--- src/rtl/weight_buffer_loader_pkg.sv ---
// Shared types and default sizing for the weight buffer write path.
// Used by the loader, its address generator and the weight buffer storage.
package weight_buffer_loader_pkg;

    localparam int DEF_MAX_LAYERS = 4;
    localparam int DEF_MAX_FV     = 16;
    localparam int DEF_FV_SIZE    = 16;

    localparam int DEF_LAYER_W = $clog2(DEF_MAX_LAYERS);
    localparam int DEF_IDX_W   = $clog2(DEF_MAX_FV);

    typedef enum logic [1:0] {
        IDLE = 2'd0,
        LOAD = 2'd1,
        DONE = 2'd2
    } load_state_t;

    // One write into the weight buffer, at the default geometry.
    typedef struct packed {
        logic                   en;
        logic [DEF_LAYER_W-1:0] layer;
        logic [DEF_IDX_W-1:0]   idx;
        logic [DEF_FV_SIZE-1:0] data;
    } weight_wr_t;

endpackage

--- src/rtl/weight_load_addr_gen.sv ---
// Layer-major (layer, index) counter with wrap and last-entry detection.
// Kept separate so a readback path can walk the buffer in the same order.
module weight_load_addr_gen
    import weight_buffer_loader_pkg::*;
#(
    parameter int LAYER_W = DEF_LAYER_W,
    parameter int IDX_W   = DEF_IDX_W
) (
    input  logic               clk,
    input  logic               reset,
    input  logic               clear,
    input  logic               advance,
    input  logic [LAYER_W-1:0] last_layer,
    input  logic [IDX_W:0]     num_fv,
    output logic [LAYER_W-1:0] layer,
    output logic [IDX_W-1:0]   idx,
    output logic               last
);

    logic [IDX_W:0] idx_ext;
    logic [IDX_W:0] idx_end;
    logic           idx_last;

    // Compare at IDX_W+1 bits so a full-depth layer (num_fv == MAX_FV) wraps.
    assign idx_ext  = {1'b0, idx};
    assign idx_end  = num_fv - (IDX_W+1)'(1);
    assign idx_last = (idx_ext == idx_end);
    assign last     = idx_last && (layer == last_layer);

    always_ff @(posedge clk) begin
        if (reset || clear) begin
            layer <= '0;
            idx   <= '0;
        end else if (advance) begin
            if (idx_last) begin
                idx <= '0;
                if (!last) begin
                    layer <= layer + LAYER_W'(1);
                end
            end else begin
                idx <= idx + IDX_W'(1);
            end
        end
    end

endmodule

--- src/rtl/weight_buffer_loader.sv ---
// Writer side of the weight buffer: streams weight words into (layer, index) slots.
// Define WEIGHT_LOAD_CHECKSUM_EN to add a running checksum and a mismatch flag.
module weight_buffer_loader
    import weight_buffer_loader_pkg::*;
#(
    parameter int MAX_LAYERS = DEF_MAX_LAYERS,
    parameter int MAX_FV     = DEF_MAX_FV,
    parameter int FV_SIZE    = DEF_FV_SIZE
) (
    input  logic                          clk,
    input  logic                          reset,
    input  logic                          start,
    input  logic [$clog2(MAX_LAYERS)-1:0] num_layer,
    input  logic [$clog2(MAX_FV):0]       num_fv,
    input  logic                          in_valid,
    input  logic [FV_SIZE-1:0]            in_data,
    output logic                          in_ready,
    output logic                          wr_en,
    output logic [$clog2(MAX_LAYERS)-1:0] wr_layer,
    output logic [$clog2(MAX_FV)-1:0]     wr_idx,
    output logic [FV_SIZE-1:0]            wr_data,
    output logic                          busy,
    output logic                          load_done
`ifdef WEIGHT_LOAD_CHECKSUM_EN
    ,
    input  logic [FV_SIZE-1:0]            exp_checksum,
    output logic [FV_SIZE-1:0]            checksum,
    output logic                          chk_err
`endif
);

    localparam int LW = $clog2(MAX_LAYERS);
    localparam int IW = $clog2(MAX_FV);
    localparam int CW = IW + 1;

    load_state_t   state_q;
    load_state_t   state_d;
    logic [LW-1:0] num_layer_q;
    logic [CW-1:0] num_fv_q;
    logic          start_ok;
    logic          accept;
    logic          last;
    logic [LW-1:0] layer;
    logic [IW-1:0] idx;

    // Handshake: in_ready depends only on state (high in LOAD); a word transfers
    // in any cycle where in_valid && in_ready, and in_data is ignored otherwise.
    assign in_ready = (state_q == LOAD);
    assign accept   = in_valid && in_ready;
    assign start_ok = start && (state_q == IDLE);

    always_ff @(posedge clk) begin
        if (reset) begin
            state_q <= IDLE;
        end else begin
            state_q <= state_d;
        end
    end

    always_comb begin
        state_d = state_q;
        case (state_q)
            IDLE:    if (start) state_d = (num_fv == '0) ? DONE : LOAD;
            LOAD:    if (accept && last) state_d = DONE;
            DONE:    state_d = IDLE;
            default: state_d = IDLE;
        endcase
    end

    always_ff @(posedge clk) begin
        if (reset) begin
            num_layer_q <= '0;
            num_fv_q    <= '0;
        end else if (start_ok) begin
            num_layer_q <= num_layer;
            num_fv_q    <= (num_fv > CW'(MAX_FV)) ? CW'(MAX_FV) : num_fv;
        end
    end

    weight_load_addr_gen #(
        .LAYER_W (LW),
        .IDX_W   (IW)
    ) u_addr_gen (
        .clk        (clk),
        .reset      (reset),
        .clear      (start_ok),
        .advance    (accept),
        .last_layer (num_layer_q),
        .num_fv     (num_fv_q),
        .layer      (layer),
        .idx        (idx),
        .last       (last)
    );

    // Registered write port: a word accepted in cycle N is written in cycle N+1.
    always_ff @(posedge clk) begin
        if (reset) begin
            wr_en    <= 1'b0;
            wr_layer <= '0;
            wr_idx   <= '0;
            wr_data  <= '0;
        end else begin
            wr_en <= accept;
            if (accept) begin
                wr_layer <= layer;
                wr_idx   <= idx;
                wr_data  <= in_data;
            end
        end
    end

    // DONE lines up with the final write, or follows start directly on an empty load.
    assign load_done = (state_q == DONE);
    assign busy      = (state_q != IDLE);

`ifdef WEIGHT_LOAD_CHECKSUM_EN
    logic [FV_SIZE-1:0] sum_q;
    logic [FV_SIZE-1:0] sum_d;
    logic               chk_err_q;

    assign sum_d = sum_q + in_data;

    // The flag is computed one cycle early so it is visible with load_done.
    always_ff @(posedge clk) begin
        if (reset) begin
            sum_q     <= '0;
            chk_err_q <= 1'b0;
        end else if (start_ok) begin
            sum_q     <= '0;
            chk_err_q <= (num_fv == '0) && (exp_checksum != '0);
        end else if (accept) begin
            sum_q <= sum_d;
            if (last) begin
                chk_err_q <= (sum_d != exp_checksum);
            end
        end
    end

    assign checksum = sum_q;
    assign chk_err  = chk_err_q;
`endif

endmodule

--- config.mk ---
export PLATFORM = sky130hd
export DESIGN_NAME = weight_buffer_loader
export DESIGN_NICKNAME = d
export VERILOG_FILES = /design/src/rtl/weight_buffer_loader_pkg.sv /design/src/rtl/weight_load_addr_gen.sv /design/src/rtl/weight_buffer_loader.sv
export SDC_FILE = /design/constraint.sdc
export NUM_CORES = 1
export LEC_CHECK = 0
export CAP_MARGIN = 5
export CORE_MARGIN = 4
export CORE_UTILIZATION = 49
export DETAILED_ROUTE_END_ITERATION = 10
export GPL_ROUTABILITY_DRIVEN = 0
export PLACE_DENSITY = 0.92
export SLEW_MARGIN = 20
export SYNTH_ARGS = -nofsm -noshare
export SYNTH_HDL_FRONTEND = slang
export SYNTH_HIERARCHICAL = 1
export SYNTH_SLANG_ARGS = --single-unit
--- constraint.sdc ---
create_clock -name clk -period 5.1 [get_ports clk]
set_clock_uncertainty 0.05 [all_clocks]
set_input_delay 0.51 -clock clk [delete_from_list [all_inputs] [get_ports clk]]
set_output_delay 0.51 -clock clk [all_outputs]
set_load 0.03 [all_outputs]
-- Word-level counts from Yosys, hierarchy flattened
Index checks and enable logic that the tools add are counted.
Widths: inputs -> output; s select.
- bitwise logic cells: 1
- reduce and logical (&&, ||, !) cells: 10
- add/sub/neg operators: 3
- magnitude comparators: 1
- muxes and demuxes: 6
- equality and inequality tests: 6
- operators with widths (operator ; count):
    $mux 2 ; 3
    $eq 4x5->1 ; 1
    $gt 5x5->1 const B ; 1
    $logic_not 5->1 ; 1
    $mux 5 ; 1
    $sub 5x1->5 const B ; 1
    $add 4x1->4 const B ; 1
    $logic_and 1x1->1 ; 4
    $mux 4 ; 1
    $pmux 2 s2 ; 1
    $reduce_and 3->1 ; 1
    $add 2x1->2 const B ; 1
    $eq 2x1->1 const B ; 1
    $eq 2x2->1 ; 1
    $eq 2x2->1 const B ; 1
    $logic_not 2->1 ; 1
    $ne 2x1->1 const B ; 1
    $ne 2x2->1 const B ; 1
    $reduce_and 2->1 ; 1
    $reduce_bool 2->1 ; 1
    $logic_or 1x1->1 ; 1
    $not 1->1 ; 1
- word-level logic and storage cells: 36
- flip-flop bits (word level): 38

-- Depth between registers and ports, before layout
Gate-level depths: netlist (run 1).
- depth in word-level cells: 6
- depth in mapped cells: 9

-- Cells and area by module
The synthesis (run 1) kept the hierarchy.
- modules (own cells, without submodules) (module ; area each (µm²) ; cells each ; instances):
    weight_buffer_loader ; 1163.6 ; 144 ; 1
    weight_load_addr_gen ; 459.2 ; 52 ; 1

-- Least setup slack after synthesis (run 1)
No wires, ideal clock.
- kind: register to register
- start: reg num_fv_q[0]
- end: reg state_q[1]
- path slack: 3.221 ns
- setup time: 0.086 ns
- buffers on the path: 0
- data arrival time: 1.744 ns
- cell stages (with the launch flop): 9
- period minus slack after synthesis: 1.879 ns
- path through: dfxtp_1 -> inv_1 -> ha_1 -> xor2_1 -> o211ai_1 -> mux2_4 -> nor4b_1 -> nand3_1 -> a211oi_1
- cells in the longest elaborated chain, start to end: 6
- ends and longest elaborated chain (item ; RTL line ; RTL):
    start: declaration ; weight_buffer_loader.sv:39 ; logic [CW-1:0] num_fv_q;
    start signal: assignment ; weight_buffer_loader.sv:76 ; num_fv_q <= (num_fv > CW'(MAX_FV)) ? CW'(MAX_FV) : num_fv;
    $sub 5x1->5 ; weight_load_addr_gen.sv:26 ; assign idx_end = num_fv - (IDX_W+1)'(1);
    $eq 4x5->1 ; weight_load_addr_gen.sv:27 ; assign idx_last = (idx_ext == idx_end);
    $logic_and 1x1->1 ; weight_load_addr_gen.sv:28 ; assign last = idx_last && (layer == last_layer);
    named net last ; weight_buffer_loader.sv:42 ; logic last;
    $logic_and 1x1->1 ; weight_buffer_loader.sv:64 ; LOAD: if (accept && last) state_d = DONE;
    $ne 2x1->1 (no source line) ; n/a ;
    $reduce_and 2->1 (no source line) ; n/a ;
    end signal: assignment ; weight_buffer_loader.sv:56 ; state_q <= state_d;
    end: declaration ; weight_buffer_loader.sv:36 ; load_state_t state_q;
The timed path passes the listed nets, and every way through them passes these cells.
A chain may end at the register's enable or synchronous reset.

-- Worst setup path in the final report (run 1)
- start: in in_valid
- end: reg u_addr_gen.layer[1]
- cells in the longest elaborated chain, start to end: 2
- ends and longest elaborated chain (item ; RTL line ; RTL):
    start: declaration ; weight_buffer_loader.sv:15 ; input logic in_valid,
    $logic_and 1x1->1 ; weight_buffer_loader.sv:49 ; assign accept = in_valid && in_ready;
    $reduce_and 3->1 (no source line) ; n/a ;
    end signal: assignment ; weight_load_addr_gen.sv:38 ; layer <= layer + LAYER_W'(1);
    end: declaration ; weight_load_addr_gen.sv:15 ; output logic [LAYER_W-1:0] layer,
Every way passes these cells.

==> metrics.cfg, run 1 <==
[outcome]
outcome = finished, final reports clean

[die]
die_y_um = 65.55
rows = 20
fp.coreArea_um2 = 3103
pin_count = 53
start_util_pct = 52.30
die_w_um = 65.55
fp.dieArea_um2 = 4297

[global_route]
grt.total_usage_pct = 17.31
grt_pass1_vias = 1379
overflow = 0
grt_max_degree = 34
grt_pass1_wl_um = 5878
antenna_found_initial = 0

[worst_setup_path]
critPathArrivalTime_ns = 2.70
worstRegToRegCells = 7
criticalPathCategory = input port to flop
critPathCapture = u_addr_gen/layer[1]
reg2reg_slack_ns = 2.83
required_ns = 5.28
timing.rr.end = u_addr_gen/layer[1]
worstReg2RegStart = state_q[1]
critPathLaunchType = input port
cp_max_fo = 28
critPathLaunch = in_valid
endpoint_kind = flop

[routing]
drt-met1-wl_um = 1582
drc = 0
dr_wl_met3_um = 206
postRouteAntennaNets = 0
top_layer_used = met4
vias = 1479
post_drt_wl_per_cell_um = 12.18
firstDrtPassIters = 4
finalWirelength_um = 3531
via_per_inst = 5.100
dr_wl_met2_um = 1695
dr.first_iter.drc_count = 57

[sta]
whs_ns = 0.4095
setup_tns_ns = 0
worstMarginPinSlew_ns = 0.8217
layout_min_cycle_time_ns = 2.517
finalCritPeriodShare_pct = 49.35
hold_viol = 0
setup_viol = 0
fin_ws_ns = 2.583
rsz0062_at_grt = false
fmax_mhz = 397.4
drv_slew = 0
max_slew_margin_pct = 45.16

[finish]
fin_util_pct = 71.90
n_antenna_cell = 0
mostFrequentLayoutCell = nand2_1
final_cell_area_um2 = 2231
finalNetCount = 275
syn_to_final_growth_pct = 37.47
final_cells = 290
drive_above_1_share_pct = 7.317
final_cell_mix = nand2_1, clkdlybuf4s50_1, dfxtp_1, a21oi_1, nand3b_1

[place]
io_buffer_count = 52
placed_area_um2 = 2155
dp_slack_ns = 2.239
placed_cells = 283
hpwlAfterDp_um = 2500

[cts]
clk_latency_ns = 0.33
cts_hold_buf = 0
cts.sinks = 38
cts.reportedPaths.clkPinSlew_ns = 0.10
h-tree-depth = 2
cts-root-buf = clkbuf_4
cts-resized-gates = 0
clock_path_buffers = 2
post_cts_buffers = 0
cts_tree = built
cts_made_buffers = 5

[synth]
ys_types = 33
yosysSeqAreaShare_pct = 46.88
synth_area_leader_cell = dfxtp_1
synth_seq_cells = 38
syn_avg_cell_area_um2 = 8.280
yosysTopAreaCellShare_pct = 46.88
syn_inst = 196
yosys_warnings = 6
synthesis.area_um2 = 1623
ys_top_cells_by_area = dfxtp_1, nand2_1, a21oi_1, nand3b_1, xnor2_1
syn-num-nets = 225

[power_and_ir_drop]
comb_power_share_pct = 15.4
power.leakage_nw = 0.7780
p_int_uw = 465.5
p_sw_share_pct = 24.04
fin_total_pwr_uw = 612.8
p_sw_uw = 147.3
clockPowerShare_pct = 33.4
p_per_area_nw_per_um2 = 274.7
peakVddDrop_uv = 162.6
seqPwrFrac_pct = 51.1

[run]
cap_violations = 0

[hold_path]
min_path_type = flop to flop
min-delay-start = wr_idx[0]

cells in the mapped netlist:
cell,instances
a211oi_1,2
a21o_1,1
a21oi_1,30
a21oi_2,1
a31o_1,2
and2_4,1
and4bb_2,1
buf_2,2
buf_4,1
buf_6,1
clkbuf_1,6
clkinv_4,1
dfxtp_1,38
ha_1,2
inv_1,5
mux2_4,1
mux2i_1,1
nand2_1,60
nand3_1,2
nand3b_1,6
nand4_1,2
nand4b_1,2
nor2_1,4
nor2b_1,2
nor3_1,5
nor3_2,1
nor4b_1,1
nor4b_2,1
o211ai_1,1
or2_2,2
or3b_1,1
xnor2_1,5
xor2_1,5
cells by family after synthesis:
group	Yosys count	synth area share, %
AOI/OAI and AO/OA	37	12.72
xor gates and xnor gates	10	5.397
and+or+nand+nor	91	27.06
DFF	38	46.88
muxes	2	1.542
adders and majority gates	2	1.542
buffers and inverters	16	4.858
power by group through the flow:
| stage | Clock, mW | Sequential (mW) | Combinational, mW |
|---|---|---|---|
| after floorplan | 0 | 0.330 | 0.0441 |
| after global placement | 0 | 0.320 | 0.0935 |
| after detailed placement | 0 | 0.320 | 0.0950 |
| after CTS | 0.208 | 0.313 | 0.0956 |
| after global routing | 0.221 | 0.315 | 0.103 |
| final | 0.205 | 0.313 | 0.0946 |
sequential cells by signal (all words and copies together), names as in the netlist:
signal,cells
wr_idx,4
wr_data,16
u_addr_gen/layer,2
u_addr_gen/idx,4
state_q,2
wr_en,1
num_fv_q,5
wr_layer,2
num_layer_q,2
worst min-delay path by stage:
stage,endpoint,slack [ns],cells after the start
2_1_floorplan,num_layer_q[0],0.40,2
3_3_place_gp,wr_layer[1],0.39,2
3_5_place_dp,wr_idx[0],0.40,2
4_1_cts,wr_idx[0],0.41,2
5_1_grt,wr_data[6],0.44,2
6_report,wr_idx[0],0.41,2
area by class of cell:
class                           count  area (um^2)
Fill cell                         248        872.1
Multi-Input combinational cell    142        783.3
Sequential cell                    38        760.7
Timing Repair Buffer               53        523.0
Tap cell                           44        55.05
Clock buffer                        6        51.30
Clock inverter                      1        30.03
Inverter                            6        27.53
critical path, stage by stage:
cell and delay [ns]:
clkdlybuf4s50_1 0.50, nand3b_1 0.09, buf_4 0.22, inv_1 0.63, nand2_1 0.14, nor4b_2 0.30
a211oi_1 0.12, a31o_1 0.19
per-layer routing:
metal	global-route usage, %	up-vias
li1	-	752
met5	0	-
met2	29.84	44
met1	20.87	679
met4	6.995	0
met3	3.590	4
Note: power is estimated with default switching activity, not from simulation.
==> run 2: changes to the inputs <==
--- a/config.mk
+++ b/config.mk
@@ -7,10 +7,10 @@
 export LEC_CHECK = 0
 export CAP_MARGIN = 5
 export CORE_MARGIN = 4
-export CORE_UTILIZATION = 49
+export CORE_UTILIZATION = 41
 export DETAILED_ROUTE_END_ITERATION = 10
 export GPL_ROUTABILITY_DRIVEN = 0
-export PLACE_DENSITY = 0.92
+export PLACE_DENSITY = 0.83
 export SLEW_MARGIN = 20
 export SYNTH_ARGS = -nofsm -noshare
 export SYNTH_HDL_FRONTEND = slang
==> constraint.sdc (replaced) <==
create_clock -name clk -period 2.2 [get_ports clk]
set_clock_uncertainty 0.05 [all_clocks]
set_input_delay 0.22 -clock clk [delete_from_list [all_inputs] [get_ports clk]]
set_output_delay 0.22 -clock clk [all_outputs]
set_load 0.03 [all_outputs]
==> metrics.cfg, run 2 (synthesis results as in run 1) <==
[finish]
reg.largest.list = wr_data (16), num_fv_q (5)
finalNetCount = 279  ; +1.5%
largest_reg_flops = 16  ; unchanged
mostFrequentLayoutCell = nand2_1
n_antenna_cell = 0  ; unchanged
drive_above_1_share_pct = 9.163  ; +1.8 points
syn_to_final_growth_pct = 41.71
final_cell_mix = nand2_1, clkdlybuf4s50_1, dfxtp_1, a21oi_1
regMostFlops = wr_data

[worst_setup_path]
endpoint_kind = flop
reg2reg_slack_ns = 0.21  ; -2.62 ns
critPathCapture = state_q[1]
timing.rr.end = state_q[1]
worstReg2RegStart = num_fv_q[0]
critPathLaunch = num_fv_q[0]
critPathSlowestCell = dfxtp_1
crit_chain = inv_1, ha_1, xor2_1, o211ai_1, mux2_4, nor4b_4, nand3_1, a211oi_1
cp_max_fo = 6  ; -79%
required_ns = 2.36  ; -2.92 ns
criticalPathCategory = flop to flop
critPathLaunchType = flop
worstRegToRegCells = 8  ; +1
slowest_delay_ns = 0.40  ; -0.23 ns
critPathArrivalTime_ns = 2.15  ; -0.55 ns

[hold_path]
min_path_cells = 2  ; unchanged
min_path_type = flop to flop

[run]
cap_violations = 0  ; unchanged

[outcome]
outcome = finished, final reports clean

[power_and_ir_drop]
clockPowerShare_pct = 34.2  ; +0.8 points
power.leakage_nw = 0.8053  ; +3.5%
fin_total_pwr_mw = 1.453  ; +140%
seqPwrFrac_pct = 49.9  ; -1.2 points
p_int_mw = 1.074  ; +130%
comb_power_share_pct = 15.8  ; +0.4 points
p_per_area_nw_per_um2 = 632.0  ; +130%
p_sw_share_pct = 26.13  ; +2.1 points
peakVddDrop_uv = 480.3  ; +200%
p_sw_uw = 379.8  ; +160%

[die]
fp.dieArea_um2 = 5029  ; +17%
die_y_um = 70.92  ; +8.2%
pin_count = 53  ; unchanged
start_util_pct = 43.35  ; -8.9 points
die_w_um = 70.92  ; +8.2%
fp.coreArea_um2 = 3744  ; +21%
rows = 22  ; +10%

[cts]
cts-root-buf = clkbuf_8
cts_tree = built
clk_latency_ns = 0.29  ; -0.04 ns
h-tree-depth = 2  ; unchanged
cts_hold_buf = 0  ; unchanged
cts_made_buffers = 5  ; unchanged
cts.sinks = 38  ; unchanged
cts.reportedPaths.clkPinSlew_ns = 0.07  ; -0.03 ns
clock_path_buffers = 2  ; unchanged

[global_route]
grt_max_degree = 33  ; -2.9%
grt_pass1_wl_um = 6189  ; +5.3%
overflow = 0  ; unchanged
antenna_found_initial = 0  ; unchanged
grt.total_usage_pct = 14.99  ; -2.3 points
grt_pass1_vias = 1439  ; +4.4%

[sta]
setup_tns_ns = 0  ; unchanged
setup_viol = 0  ; unchanged
finalCritPeriodShare_pct = 90.63
rsz0062_at_grt = false
layout_min_cycle_time_ns = 1.994
drv_slew = 0  ; unchanged
hold_viol = 0  ; unchanged
max_slew_margin_pct = 68.81  ; +24 points
worstMarginPinSlew_ns = 0.4645  ; -0.3571 ns
fmax_mhz = 501.5

[routing]
finalWirelength_um = 3602  ; +2.0%
firstDrtPassIters = 4  ; unchanged
vias = 1447  ; -2.2%
post_drt_wl_per_cell_um = 12.05  ; -1.1%
dr.first_iter.drc_count = 62  ; +8.8%
via_per_inst = 4.839  ; -5.1%
postRouteAntennaNets = 0  ; unchanged
drc = 0  ; unchanged

[place]
hpwlAfterDp_um = 2645  ; +5.8%
io_buffer_count = 52  ; unchanged

[run 2: what timing repair did]
| action | CTS | global route |
|---|---|---|
| endpoints found under the setup margin | 0 | 2 |
| resized for setup | 0 | 2 |
| buffers inserted | 0 | 0 |
| endpoints found under the hold margin | 0 | 0 |
[run 2: how the worst min path moves through the flow]
stage	start	endpoint	slack, ns
2_1_floorplan	reset	num_fv_q[0]	0.24
3_3_place_gp	wr_data[6]	wr_data[6]	0.39
3_5_place_dp	wr_layer[0]	wr_layer[0]	0.40
4_1_cts	wr_data[15]	wr_data[15]	0.41
5_1_grt	in_data[11]	wr_data[11]	0.42
6_report	wr_layer[0]	wr_layer[0]	0.40
[run 2: metrics by stage]
stage | util, % | area, um^2 | setup slack [ns] | instances | hold slack [ns]
6_report | 61.43 | 2300 | 0.2062 | 299 | 0.4040
5_1_grt | 61.43 | 2300 | 0.06041 | 299 | 0.4206
4_1_cts | 61.03 | 2285 | 0.01473 | 299 | 0.4059
3_5_place_dp | 58.49 | 2190 | 0.02320 | 291 | 0.3953
3_3_place_gp | 58.49 | 2190 | 0.1725 | 291 | 0.3908
2_1_floorplan | - | 1623 | 0.3206 | 196 | 0.2391
[run 2: power groups by stage]
stage	logic [mW]	registers, mW	clock network (mW)
floorplan	0.102	0.764	0
global placement	0.224	0.741	0
detailed placement	0.226	0.742	0
CTS	0.227	0.726	0.505
global route	0.250	0.729	0.530
finish	0.230	0.726	0.498
[run 2: final cells by class]
type                    instances  area [um^2]
clock inverters                 2        12.51
multi-input cells             142        798.3
well taps                      48        60.06
inverters                       6        27.53
fillers                       331         1444
flip-flops and latches         38        760.7
repair buffers                 57        558.0
clock buffers                   6        82.58
[run 2: per-layer routing]
layer	track usage [%]	part of all wire [%]	up-vias
met5	0	0	-
met4	5.010	1.0	0
met3	5.540	6.8	4
met2	24.82	47	36
met1	17.96	45	644
li1	-	-	763
[run 2: worst max-delay path: cells and delay by family, from the launching register on]
kind / cells / cell delay (ns)
flops: 1 / 0.40
fa+ha+maj: 1 / 0.24
xor+xnor: 1 / 0.17
buf+inv: 1 / 0.06
mux: 1 / 0.22
compound gates: 2 / 0.43
simple gates: 2 / 0.35
